### src/rtl/mem_stage_ctrl.sv
// MEM-stage controller: data-memory req/ack bus with timeout, pipeline stall,
// branch resolution and the MEM/WB pipeline register.
module mem_stage_ctrl #(
    parameter int unsigned TIMEOUT = 16
) (
    input  logic        clk,
    input  logic        rst,
    input  logic        branch,
    input  logic        mem_read,
    input  logic        mem_write,
    input  logic        reg_write,
    input  logic        mem2reg,
    input  logic        zero,
    input  logic [31:0] pc_target,
    input  logic [31:0] alu_result,
    input  logic [31:0] store_data,
    input  logic [4:0]  write_reg,
    output logic        dmem_req,
    output logic        dmem_we,
    output logic [31:0] dmem_addr,
    output logic [31:0] dmem_wdata,
    input  logic        dmem_ack,
    input  logic [31:0] dmem_rdata,
    output logic        pc_src,
    output logic [31:0] branch_target,
    output logic        stall,
    output logic        wb_reg_write,
    output logic        wb_mem2reg,
    output logic [31:0] wb_read_data,
    output logic [31:0] wb_alu_result,
    output logic [4:0]  wb_write_reg,
    output logic        err_misalign,
    output logic        err_bus_timeout
);

    localparam int unsigned CNT_W = 8;
    localparam logic [CNT_W-1:0] CNT_LAST = CNT_W'(TIMEOUT - 1);

    typedef enum logic [1:0] {
        S_IDLE   = 2'd0,
        S_ACCESS = 2'd1,
        S_DONE   = 2'd2
    } state_e;

    state_e             state_q, state_d;
    logic [CNT_W-1:0]   cnt_q, cnt_d;
    logic [31:0]        rdata_q;
    logic               mem_op, aligned;
    logic               issue, misalign, acked, expired;

    assign mem_op  = mem_read | mem_write;
    assign aligned = (alu_result[1:0] == 2'b00);

    always_ff @(posedge clk or posedge rst) begin
        if (rst) state_q <= S_IDLE;
        else     state_q <= state_d;
    end

    always_comb begin
        state_d = state_q;
        case (state_q)
            S_IDLE:   if (mem_op && aligned) state_d = S_ACCESS;
            S_ACCESS: if (dmem_ack || (cnt_q == CNT_LAST)) state_d = S_DONE;
            S_DONE:   state_d = S_IDLE;
            default:  state_d = S_IDLE;
        endcase
    end

    // Ack takes priority over timeout expiry in the same cycle.
    always_comb begin
        issue    = 1'b0;
        misalign = 1'b0;
        acked    = 1'b0;
        expired  = 1'b0;
        stall    = 1'b0;
        case (state_q)
            S_IDLE: begin
                issue    = mem_op & aligned;
                misalign = mem_op & ~aligned;
                stall    = mem_op & aligned;
            end
            S_ACCESS: begin
                stall   = 1'b1;
                acked   = dmem_ack;
                expired = ~dmem_ack & (cnt_q == CNT_LAST);
            end
            default: ;
        endcase
    end

    always_comb begin
        cnt_d = cnt_q;
        if (issue)
            cnt_d = '0;
        else if ((state_q == S_ACCESS) && !acked && !expired)
            cnt_d = cnt_q + CNT_W'(1);
    end

    always_ff @(posedge clk or posedge rst) begin
        if (rst) begin
            dmem_req        <= 1'b0;
            dmem_we         <= 1'b0;
            dmem_addr       <= '0;
            dmem_wdata      <= '0;
            cnt_q           <= '0;
            rdata_q         <= '0;
            err_misalign    <= 1'b0;
            err_bus_timeout <= 1'b0;
        end else begin
            cnt_q        <= cnt_d;
            err_misalign <= misalign;
            if (issue) begin
                dmem_req   <= 1'b1;
                dmem_we    <= mem_write;
                dmem_addr  <= alu_result;
                dmem_wdata <= store_data;
            end else if (acked || expired) begin
                dmem_req <= 1'b0;
            end
            // Stores leave the load buffer untouched.
            if (acked && !dmem_we)
                rdata_q <= dmem_rdata;
            else if (expired)
                rdata_q <= '0;
            if (expired)
                err_bus_timeout <= 1'b1;
        end
    end

    // MEM/WB register: bubble while stalled, misaligned ops never write back.
    always_ff @(posedge clk or posedge rst) begin
        if (rst) begin
            wb_reg_write  <= 1'b0;
            wb_mem2reg    <= 1'b0;
            wb_read_data  <= '0;
            wb_alu_result <= '0;
            wb_write_reg  <= '0;
        end else if (stall) begin
            wb_reg_write <= 1'b0;
            wb_mem2reg   <= 1'b0;
        end else begin
            wb_reg_write  <= reg_write & (aligned | ~mem_op);
            wb_mem2reg    <= mem2reg;
            wb_alu_result <= alu_result;
            wb_write_reg  <= write_reg;
            wb_read_data  <= (state_q == S_DONE) ? rdata_q : 32'h0;
        end
    end

    assign pc_src        = branch & zero & ~stall;
    assign branch_target = pc_target;

endmodule

### config.mk
export PLATFORM = sky130hd
export DESIGN_NAME = mem_stage_ctrl
export DESIGN_NICKNAME = d
export VERILOG_FILES = /design/src/rtl/mem_stage_ctrl.sv
export SDC_FILE = /design/constraint.sdc
export NUM_CORES = 1
export LEC_CHECK = 0
export ABC_AREA = 1
export ABC_CLOCK_PERIOD_IN_PS = 6700
export CAP_MARGIN = 25
export CORE_AREA = 2 2 121 123
export CTS_CLUSTER_DIAMETER = 120
export DETAILED_ROUTE_END_ITERATION = 8
export DIE_AREA = 0 0 123 125
export DONT_BUFFER_PORTS = 1
export GPL_TIMING_DRIVEN = 0
export HOLD_SLACK_MARGIN = 0.1
export PLACE_DENSITY = 0.77
export SKIP_CTS_REPAIR_TIMING = 1
export SLEW_MARGIN = 20
export SYNTH_ARGS = -nofsm -noshare
export SYNTH_HDL_FRONTEND = slang
export SYNTH_SLANG_ARGS = --single-unit
### constraint.sdc
create_clock -name clk -period 6.7 [get_ports clk]
set_clock_uncertainty 0.05 [all_clocks]
set_input_delay 2.01 -clock clk [delete_from_list [all_inputs] [get_ports clk]]
set_output_delay 2.01 -clock clk [all_outputs]
set_load 0.02 [all_outputs]
; After elaboration in Yosys (flattened, before gate mapping)
; Cells that the tools add are included.
[totals]
inputBits = 142
rom_bits = 0
reg_bits = 181
ramBits = 0
elab_cells = 64
latch_bits = 0
mem_count = 0
[classes]
muxes = 17
div = 0
reduce_logical = 15
n_lt_le_gt_ge = 0
eq_ne = 5
add_sub_neg = 1
n_shift = 0
multipliers = 0
bitwise = 12
[ops]
columns = op, count
row1 = $mux 32, 3
row2 = $mux 8, 2
row3 = $add 8x1->8 const B, 1
row4 = $eq 8x4->1 const B, 1
row5 = $mux 1, 8
row6 = $and 1x1->1, 6
row7 = $reduce_bool 2->1, 3
row8 = $logic_and 1x1->1, 4
row9 = $logic_not 2->1, 2
row10 = $mux 2, 2
row11 = $ne 2x2->1 const B, 2
row12 = $not 1->1, 4
row13 = $pmux 2 s2, 1
row14 = $logic_not 1->1, 3
row15 = $eq 2x1->1 const B, 1
row16 = $eq 2x2->1 const B, 1
row17 = $logic_or 1x1->1, 2
row18 = $or 1x1->1, 2
row19 = $pmux 1 s2, 1
row20 = $reduce_and 2->1, 1

; Longest topological paths before layout
; Gate-level depths: netlist of the first run.
[logic_depth]
depth_word = 7
depth_mapped = 8
depth_no_buf = 8

; Least setup slack after synthesis of the first run
; No wires, ideal clock.
[synth_path]
kind = input port to output port
from = input mem_write
to = output pc_src
required_time_ns = 4.640
t_arrival_ns = 2.899
n_path_buf = 2
path_stages = 7
setup_slack_ns = 1.741
cell_sequence = inv_1 > nand2_1 > nand3_2 > nand2_2 > buf_6 > buf_4 > nor2_1
[synth_via]
elab_chain_len = 5
[synth_rtl]
columns = element, line_no
row1 = start: declaration, 10  ; input logic mem_write,
row2 = $or 1x1->1, 51  ; assign mem_op = mem_read | mem_write;
row3 = $and 1x1->1, 80  ; stall = mem_op & aligned;
row4 = $pmux 1 s2, 76  ; case (state_q)
row5 = via stall, 26  ; output logic stall,
row6 = $not 1->1, 150  ; assign pc_src = branch & zero & ~stall;
row7 = $and 1x1->1, 150
row8 = end: declaration, 24  ; output logic pc_src,
; The timed path passes the listed nets, and every way through them passes these cells.

; Final worst setup path of the first run
; Ends and elaborated chain as after synthesis.

==> results.md, run 1 <==
* Total wire length at 17,600 um
* Final antenna-violating net count at 0
* Largest fanout on the critical path at 10
* Fin. max-slew vios at 0
* GRT Util Overall at 23.6%
* Element type at the critical path start: input port
* Total number of yosys warnings at 0
* First-pass GRT wire length at 27,600 um
* Max clock buf depth at 2
* Worst vdd ir at 0.206 mV
* LEAKAGE at 4.26 nW
* Initial antenna violation count at 0
* Routed length per instance at 17.5 um
* HP Start: state_q[1]$_DFFE_PP0P_
* TNS Setup at 0 ns
* Die Y at 125 um
* H-tree Lvls at 4
* TritonCTS sink count at 181
* Synthesized flop and latch total at 181
* Ys flop type: dfrtp_1
* DR DRC count at 0
* Worst slew pin tran at 0.517 ns
* FF-to-FF Start: state_q[0]$_DFFE_PP0P_
* Clock-pin slew on the worst setup and hold paths at 0.07 ns
* R2R Path End: wb_alu_result[8]$_DFFE_PP0N_
* Vias at 5,226
* Detailed placement HPWL at 13,100 um
* Critical path type: input port to output port
* Cells after synthesis at 785
* Final hold vios at 0
* CTS tree: done
* Worst Hold Depth at 1
* Sequential-to-total area share from yosys stat at 61.1%
* Max transition margin at 65.5%
* Largest net degree at the start of global routing at 35
* Initial core utilization at 52.2%
* RSZ-0062 raised after global routing: false
* Power Total at 3.16 mW
* Area Overhead vs Synth at 12.1%
* Dpl ws at 1.46 ns
* Layout Nets at 952
* Final Util at 58.5%
* Avg Synthesized Cell Area at 9.45 um^2
* Worst endpoint data arrival time at 3.16 ns
* R2R setup slack at 5.11 ns
* Root Buffer: clkbuf_16
* CORE AREA at 14,200 um^2
* Fin crit period at 5.22 ns
* IO Pins at 315
* Max Fclk at 192 MHz
* Later-pin clock latency in the skew report at 0.42 ns
* Net Count, Synth at 928
* Vias in the first global route at 5,362
* Drt via density at 5.19
* Pre-antenna DRT Iters at 5
* Outcome: finished, final reports clean
* Port buffer count at 0
* Yosys cell types at 26
* Worst Hold Path EP: err_misalign$_DFF_PP0_
* PwrDens at 380 nW/um^2
* Tcrit/Tclk final at 77.9%
* Post-synth EDFFs at 0
* GRT overflow at 0
* Worst path required time at 4.64 ns
* Endpoints failing setup at 0
* Max-cap violations at 0
* DR iter-0 viols at 238
* N_diodes at 0
* Die Area at 15,400 um^2
* Total CTS buffers at 17
* Synth Cell Area at 7420 um^2
* Layout cell share with drive strength beyond 1 at 17.4%
* Gp weighted congestion at 0.769
* Die X at 123 um
* # rows at 44
* Crit end category: output port
* Final worst slack at 1.48 ns
* Worst r2r path cells at 5
* Hold/Removal Path Class: flop to flop
* Share of synthesized registers carrying an async set or reset at 100%
==> routing by layer <==
layer  GRT usage (%)  share of wire [%]  vias up
li1                -                  -     2448
met1            28.3                 39     2497
met2            39.1                 50      255
met3            7.85                9.1       26
met4            9.22                2.3        0
met5               0                  0        -
==> cells in the final DEF (no fill, tap or decap), types with 9 or more instances in the layout <==
cell,count
nand2_1,298
dfrtp_1,181
o21ai_0,75
inv_1,65
buf_4,41
o21ai_2,30
nand3_1,23
clkbuf_16,17
buf_2,15
nor2_1,14
clkbuf_1,9
==> worst max path at each step <==
| stage | cells after the start | start | to |
|---|---|---|---|
| floorplan | 7 | mem_write | pc_src |
| global placement | 1 | rst | wb_alu_result[10]$_DFFE_PP0N_ |
| detailed placement | 7 | mem_write | pc_src |
| CTS | 7 | mem_write | pc_src |
| global route | 7 | mem_write | pc_src |
| finish | 7 | mem_write | pc_src |
==> critical path, cell delays in order <==
cell and delay, ns:
inv_1 0.11, nand2_1 0.08, nand3_2 0.13, nand2_2 0.11
buf_6 0.18, buf_4 0.20, nor2_1 0.34
==> where the power goes <==
group	switching (mW)	internal, mW	leakage, nW
combinational	0.295	0.191	1.71
clock	0.433	0.527	0.276
sequential	0.360	1.35	2.28
==> area by class of cell <==
cell class,instances,area (um^2)
Fill cell,1184,5890
Inverter,70,267
Buffer,68,484
Timing Repair Buffer,5,100
Clock buffer,19,443
Multi-Input combinational cell,466,2140
Clock inverter,13,120
Tap cell,184,230
Sequential cell,181,4530
==> metrics by stage <==
step	instances	instance area [um^2]	hold WS [ns]
floorplan	785	7420	0.378
global placement	969	7650	0.404
detailed placement	974	7750	0.401
CTS	1006	8320	0.411
global route	1006	8320	0.448
finish	1006	8320	0.415
==> cell usage after synthesis (8+ instances only) <==
master      n  area share, %
o21ai_0    75            5.1
nand2_1   298             15
buf_2      15            1.0
o21ai_2    30            3.5
nor2_1     14           0.71
dfrtp_1   181             61
clkbuf_1    8           0.40
nand3_1    23            1.6
inv_1      66            3.3
buf_4      41            4.1
==> logic make-up after synthesis <==
group | Yosys count | synth area share (%)
and+or+nand+nor | 352 | 19.4
DFF | 181 | 61.1
buffers and inverters | 138 | 10.1
AOI/OAI and AO/OA | 112 | 9.14
xor gates and xnor gates | 1 | 0.118
adders and majority gates | 1 | 0.169
(Power assumes the default switching activity.)
==> inputs of run 2 (changes only) <==
--- a/config.mk
+++ b/config.mk
@@ -6,7 +6,7 @@
 export NUM_CORES = 1
 export LEC_CHECK = 0
 export ABC_AREA = 1
-export ABC_CLOCK_PERIOD_IN_PS = 6700
+export ABC_CLOCK_PERIOD_IN_PS = 5300
 export CAP_MARGIN = 25
 export CORE_AREA = 2 2 121 123
 export CTS_CLUSTER_DIAMETER = 120
@@ -15,7 +15,7 @@
 export DONT_BUFFER_PORTS = 1
 export GPL_TIMING_DRIVEN = 0
 export HOLD_SLACK_MARGIN = 0.1
-export PLACE_DENSITY = 0.77
+export PLACE_DENSITY = 0.74
 export SKIP_CTS_REPAIR_TIMING = 1
 export SLEW_MARGIN = 20
 export SYNTH_ARGS = -nofsm -noshare
==> constraint.sdc (replaced) <==
create_clock -name clk -period 5.3 [get_ports clk]
set_clock_uncertainty 0.05 [all_clocks]
set_input_delay 1.59 -clock clk [delete_from_list [all_inputs] [get_ports clk]]
set_output_delay 1.59 -clock clk [all_outputs]
set_load 0.02 [all_outputs]
==> run 2 against run 1 <==
  * Sequential share of layout area fell by 0.45 points
  * Sequential power is 27% higher
  * First-iteration DRC count grew 13%
  * Total power up 29%
  * Count of clock-buffer cells in the layout decreased by 1
  * Global-route usage rose by 0.57 points
  * Worst hold slack better by 0.0014 ns
  * Worst setup slack got worse by 0.54 ns
  * Non-clock buffer count rose by 1
  * Cell count is essentially flat
  * Critical path type unchanged
  * Largest cell class unchanged
  * Highest routed layer unchanged
==> results.md, run 2 (synthesized netlist as in run 1, its figures left out) <==
* Endpoints failing setup at 0
* Detailed placement HPWL at 13,500 um
* Layout Nets at 953
* GRT overflow at 0
* LEAKAGE at 4.29 nW
* Initial core utilization at 52.2%
* Crit end category: output port
* Worst slew pin tran at 0.483 ns
* First-pass GRT wire length at 28,100 um
* CP peak stage delay at 0.33 ns
* Drt via density at 5.16
* PwrDens at 485 nW/um^2
* Area Overhead vs Synth at 13.0%
* Max clock buf depth at 2
* Commonest non-fill, non-tap cell in the layout: nand2_1
* CTS tree: done
* Die Y at 125 um
* Tcrit/Tclk final at 82.2%
* HP Start: state_q[1]$_DFFE_PP0P_
* Total wire length at 18,100 um
* Hold/Removal Path Class: flop to flop
* Layout cell share with drive strength beyond 1 at 17.6%
* Worst endpoint data arrival time at 2.71 ns
* Vias at 5,196
* Max transition margin at 67.8%
* Routed length per instance at 18.0 um
* R2R Path End: wb_alu_result[8]$_DFFE_PP0N_
* Root Buffer: clkbuf_16
* Die X at 123 um
* Largest fanout on the critical path at 10
* Power Total at 4.07 mW
* Clock-pin slew on the worst setup and hold paths at 0.07 ns
* N_diodes at 0
* Later-pin clock latency in the skew report at 0.42 ns
* Die Area at 15,400 um^2
* # rows at 44
* DR iter-0 viols at 269
* Crit path cell chain: inv_1 > nand2_1 > nand3_2 > nand2_2 > buf_6 > buf_4 > nor2_1
* Fin. max-slew vios at 0
* Worst Hold Depth at 1
* Worst Hold Path EP: err_misalign$_DFF_PP0_
* GRT Util Overall at 24.1%
* Initial antenna violation count at 0
* FF-to-FF Start: state_q[0]$_DFFE_PP0P_
* Max-cap violations at 0
* Critical path type: input port to output port
* Final antenna-violating net count at 0
* DR DRC count at 0
* Worst vdd ir at 0.243 mV
* Most frequent cells in the layout: nand2_1 (298), dfrtp_1 (181), o21ai_0 (75), inv_1 (65), buf_4 (41)
* Max Fclk at 230 MHz
* Vias in the first global route at 5,166
* Pre-antenna DRT Iters at 4
* Final hold vios at 0
* TritonCTS sink count at 181
* CORE AREA at 14,200 um^2
* H-tree Lvls at 4
* Largest net degree at the start of global routing at 34
* Outcome: finished, final reports clean
* R2R setup slack at 3.75 ns
* Worst r2r path cells at 5
* Element type at the critical path start: input port
* TNS Setup at 0 ns
* RSZ-0062 raised after global routing: false
* IO Pins at 315
* Gp weighted congestion at 0.814
* Fin crit period at 4.35 ns
* Total CTS buffers at 17
* Worst path slowest cell: nor2_1
* Port buffer count at 0
* Worst path required time at 3.66 ns
## run 2: cell types whose count changed in the layout (fill, tap and decap cells not counted), sizes merged
| cell | before | now |
|---|---|---|
| clkinvlp | 3 | 4 |
| buf | 65 | 66 |
| clkbuf | 27 | 26 |
| inv | 74 | 75 |
| clkinv | 5 | 3 |
| bufinv | 1 | 2 |
## run 2: worst max-delay path, delay by kind of cell
kind | cells | cell delay [ns]
and+or+nand+nor | 4 | 0.64
buffers and inverters | 3 | 0.48
## run 2: stage by stage
stage / cell area (um^2) / worst slack (ns) / hold WS, ns / std cells / util [%]
2_1_floorplan: 7420 / 1.18 / 0.378 / 785 / -
3_3_place_gp: 7650 / 0.387 / 0.409 / 969 / 53.9
3_5_place_dp: 7780 / 0.935 / 0.424 / 975 / 54.8
4_1_cts: 8380 / 0.928 / 0.426 / 1007 / 59.0
5_1_grt: 8380 / 0.832 / 0.448 / 1007 / 59.0
6_report: 8380 / 0.945 / 0.416 / 1007 / 59.0
## run 2: final cells by class
cell class | instances | area, um^2
buffer | 68 | 484
clock buffer | 18 | 439
clock inverter | 14 | 165
fill | 1258 | 5820
inverter | 70 | 267
multi-input combinational | 466 | 2140
sequential | 181 | 4530
tap | 184 | 230
timing repair buffer | 6 | 128
## run 2: power breakdown
| part | internal (mW) | switching, mW | leakage [nW] | total (mW) |
|---|---|---|---|---|
| clock | 0.722 | 0.566 | 0.289 | 1.29 |
| combinational | 0.243 | 0.370 | 1.72 | 0.613 |
| sequential | 1.70 | 0.462 | 2.28 | 2.17 |
## run 2: worst max-delay path by stage
stage,startpoint,cells past startpoint,slack (ns),end
after global placement,rst,1,0.39,wb_alu_result[12]$_DFFE_PP0N_
after CTS,mem_write,7,0.93,pc_src
after global routing,mem_write,7,0.83,pc_src
final,mem_write,7,0.95,pc_src
after detailed placement,mem_write,7,0.94,pc_src
after floorplan,mem_write,7,1.18,pc_src
## run 2: routing by layer
layer,GRT usage [%],wire [um]
met1,29.3,6970
met2,40.2,9060
met3,8.03,1740
met4,8.42,345
met5,0,0
==> inputs of run 3 (changes only) <==
--- a/config.mk
+++ b/config.mk
@@ -5,17 +5,17 @@
 export SDC_FILE = /design/constraint.sdc
 export NUM_CORES = 1
 export LEC_CHECK = 0
-export ABC_AREA = 1
-export ABC_CLOCK_PERIOD_IN_PS = 5300
+export ABC_AREA = 0
+export ABC_CLOCK_PERIOD_IN_PS = 4080
 export CAP_MARGIN = 25
-export CORE_AREA = 2 2 121 123
+export CORE_AREA = 2 2 122 124
 export CTS_CLUSTER_DIAMETER = 120
 export DETAILED_ROUTE_END_ITERATION = 8
-export DIE_AREA = 0 0 123 125
+export DIE_AREA = 0 0 124 126
 export DONT_BUFFER_PORTS = 1
 export GPL_TIMING_DRIVEN = 0
 export HOLD_SLACK_MARGIN = 0.1
-export PLACE_DENSITY = 0.74
+export PLACE_DENSITY = 0.7
 export SKIP_CTS_REPAIR_TIMING = 1
 export SLEW_MARGIN = 20
 export SYNTH_ARGS = -nofsm -noshare
==> constraint.sdc (replaced) <==
create_clock -name clk -period 4.08 [get_ports clk]
set_clock_uncertainty 0.05 [all_clocks]
set_input_delay 1.224 -clock clk [delete_from_list [all_inputs] [get_ports clk]]
set_output_delay 1.224 -clock clk [all_outputs]
set_load 0.02 [all_outputs]
==> run 3 against run 2 <==
  * Combinational power grew 4.2%
  * Clock power rose by 15%
  * Total power is 23% higher
  * Worst setup slack got worse by 0.76 ns
  * Cell count fell by 32%
  * Synthesized cell count down 41%
  * Area after synthesis fell by 5.7%
  * Via count fell by 26%
  * Die area up 1.6%
  * Critical path depth fell by 2
  * Critical endpoint unchanged
  * Highest routed layer unchanged
==> results.md, run 3 <==
* Outcome: finished, final reports clean
* Most frequent cells in the layout: dfrtp_1 (181), mux2_2 (84), a22o_1 (64), buf_4 (32), clkbuf_16 (17)
* Die Area at 15,600 um^2
* Dpl ws at -0.0581 ns
* Sequential-to-total area share from yosys stat at 64.7%
* NetSw at 1.59 mW
* Total CTS buffers at 17
* Final worst slack at 0.185 ns
* Clock-pin slew on the worst setup and hold paths at 0.06 ns
* Later-pin clock latency in the skew report at 0.42 ns
* Crit end category: output port
* Cell internal pwr at 3.40 mW
* Initial core utilization at 48.9%
* Commonest cells post-synth: dfrtp_1 (181), mux2_2 (84), a22o_1 (64)
* Worst endpoint data arrival time at 2.62 ns
* Total wire length at 15,400 um
* Drt via density at 5.62
* Buf+Inv Stages, Crit Path at 1
* GRT overflow at 0
* IO Pins at 315
* Most used cell, CP: nor2_1
* Hold/Removal Path Class: flop to flop
* FF-to-FF Start: state_q[0]$_DFFE_PP0P_
* Die Y at 126 um
* Layout Nets at 629
* Cell family with most CP delay: compound AO/OA/AOI/OAI gates
* Pre-antenna DRT Iters at 4
* Port buffer count at 0
* Worst vdd ir at 0.295 mV
* Commonest non-fill, non-tap cell in the layout: dfrtp_1
* HP Start: rdata_q[12]$_DFFE_PP0P_
* Reg power frac at 57.6%
* Initial antenna violation count at 1
* Final hold vios at 0
* Area Overhead vs Synth at 12.6%
* DR DRC count at 0
* Share of synthesized registers carrying an async set or reset at 100%
* LEAKAGE at 3.62 nW
* First-pass GRT wire length at 23,000 um
* Element type at the critical path start: input port
* TritonCTS sink count at 181
* Final antenna-violating net count at 0
* Synthesized flop and latch total at 181
* Fin. max-slew vios at 0
* DR iter-0 viols at 153
* Endpoints failing setup at 0
* Yosys cell types at 33
* Avg Synthesized Cell Area at 15.1 um^2
* Worst path slowest cell: a21oi_2
* Largest net degree at the start of global routing at 38
* Post-synth EDFFs at 0
* RSZ-0062 raised after global routing: false
* Max-cap violations at 0
* CP peak stage delay at 0.57 ns
* Die X at 124 um
* CTS tree: done
* Clock share of power at 29.6%
* Tcrit/Tclk final at 95.5%
* Max clock buf depth at 2
* Vias at 3,841
* Logic pwr share at 12.8%
* Critical path type: input port to output port
* Sw frac at 31.9%
* CORE AREA at 14,300 um^2
* Power Total at 4.99 mW
* CP Launch Point: alu_result[0]
* Detailed placement HPWL at 11,800 um
* Gp weighted congestion at 0.796
* Cells after synthesis at 462
* Largest fanout on the critical path at 10
* Area leader, netlist: dfrtp_1
* Ys flop type: dfrtp_1
* Net Count, Synth at 605
* FF/Latch Area at 4530 um^2
* GRT Util Overall at 19.7%
* Fillcell total at 1,188
* Fin crit period at 3.89 ns
* Synth Cell Area at 7000 um^2
* H-tree Lvls at 4
* Max Fclk at 257 MHz
* Synth top area share at 64.7%
* Layout cell share with drive strength beyond 1 at 35.5%
* Largest cells by area after synthesis: dfrtp_1 (65%), mux2_2 (14%), a22o_1 (8.0%), buf_4 (3.4%), mux2_1 (2.6%)
* Worst path required time at 2.81 ns
* # rows at 44
* Most frequent cell after synthesis: dfrtp_1
* Root Buffer: clkbuf_16
* Multi-input gate area at 2090 um^2
* Crit path cell chain: nor2_1 > o21ai_1 > a21oi_2 > clkbuf_2 > nor2_1
* Vias in the first global route at 4,049
* Total number of yosys warnings at 0
* PwrDens at 634 nW/um^2
* Worst slew pin tran at 0.747 ns
* Routed length per instance at 22.6 um
* Max transition margin at 50.0%
## run 3: cells by family (layout without fill, tap and decap cells)
kind of cell | count (synthesis) | in the layout | share of synthesized area (%)
flip-flops | 181 | 181 | 64.7
buffers and inverters | 59 | 96 | 5.40
adder cells (fa/ha/maj) | 1 | 1 | 0.179
AND/OR/NAND/NOR | 39 | 39 | 3.11
AO/OA/AOI/OAI | 75 | 75 | 9.57
other | 0 | 1 | 0
XOR/XNOR | 5 | 5 | 0.626
multiplexers | 102 | 102 | 16.4
## run 3: cell type report
class,instances,share of cell area (%)
Inverter,2,0.143
Buffer,57,4.72
Timing Repair Buffer,5,1.37
Tap cell,184,2.92
Antenna cell,1,0.0318
Multi-Input combinational cell,222,26.5
Clock buffer,20,5.80
Sequential cell,181,57.5
Clock inverter,12,1.03
## run 3: worst paths after layout
check / to / slack [ns] / cells after the start
setup / recovery: pc_src / 0.19 / 5
hold / removal: wb_read_data[12]$_DFFE_PP0N_ / 0.45 / 1
setup reg to reg: dmem_wdata[1]$_DFFE_PP0N_ / 2.01 / 5
hold reg to reg: wb_read_data[12]$_DFFE_PP0N_ / 0.45 / 1
max in group asynchronous: rdata_q[24]$_DFFE_PP0P_ / 2.57 / 3
min in group asynchronous: dmem_wdata[16]$_DFFE_PP0N_ / 0.68 / 1
## run 3: per-stage QoR
| stage | util, % | setup TNS, ns | hold WS [ns] | area, um^2 | instances |
|---|---|---|---|---|---|
| 2_1_floorplan | - | 0 | 0.417 | 7000 | 462 |
| 3_3_place_gp | 50.5 | -38.62 | 0.424 | 7230 | 646 |
| 3_5_place_dp | 51.3 | -0.0581 | 0.439 | 7340 | 651 |
| 4_1_cts | 55.0 | -0.0593 | 0.452 | 7880 | 683 |
| 5_1_grt | 55.0 | 0 | 0.468 | 7880 | 683 |
| 6_report | 55.1 | 0 | 0.452 | 7880 | 684 |
## run 3: per-layer routing
layer / share of wire, % / vias to the layer above / global-route usage [%]
met5: 0 / - / 0
met3: 12 / 19 / 9.47
met4: 1.5 / 0 / 6.28
met1: 35 / 1943 / 22.0
met2: 51 / 200 / 33.2
li1: - / 1679 / -
## run 3: power groups by stage
| stage | registers (mW) | clock network, mW | logic, mW |
|---|---|---|---|
| floorplan | 2.78 | 0 | 0.546 |
| global placement | 2.89 | 0 | 0.606 |
| detailed placement | 2.91 | 0 | 0.650 |
| CTS | 2.88 | 1.51 | 0.652 |
| global route | 2.94 | 1.59 | 0.712 |
| finish | 2.87 | 1.48 | 0.639 |
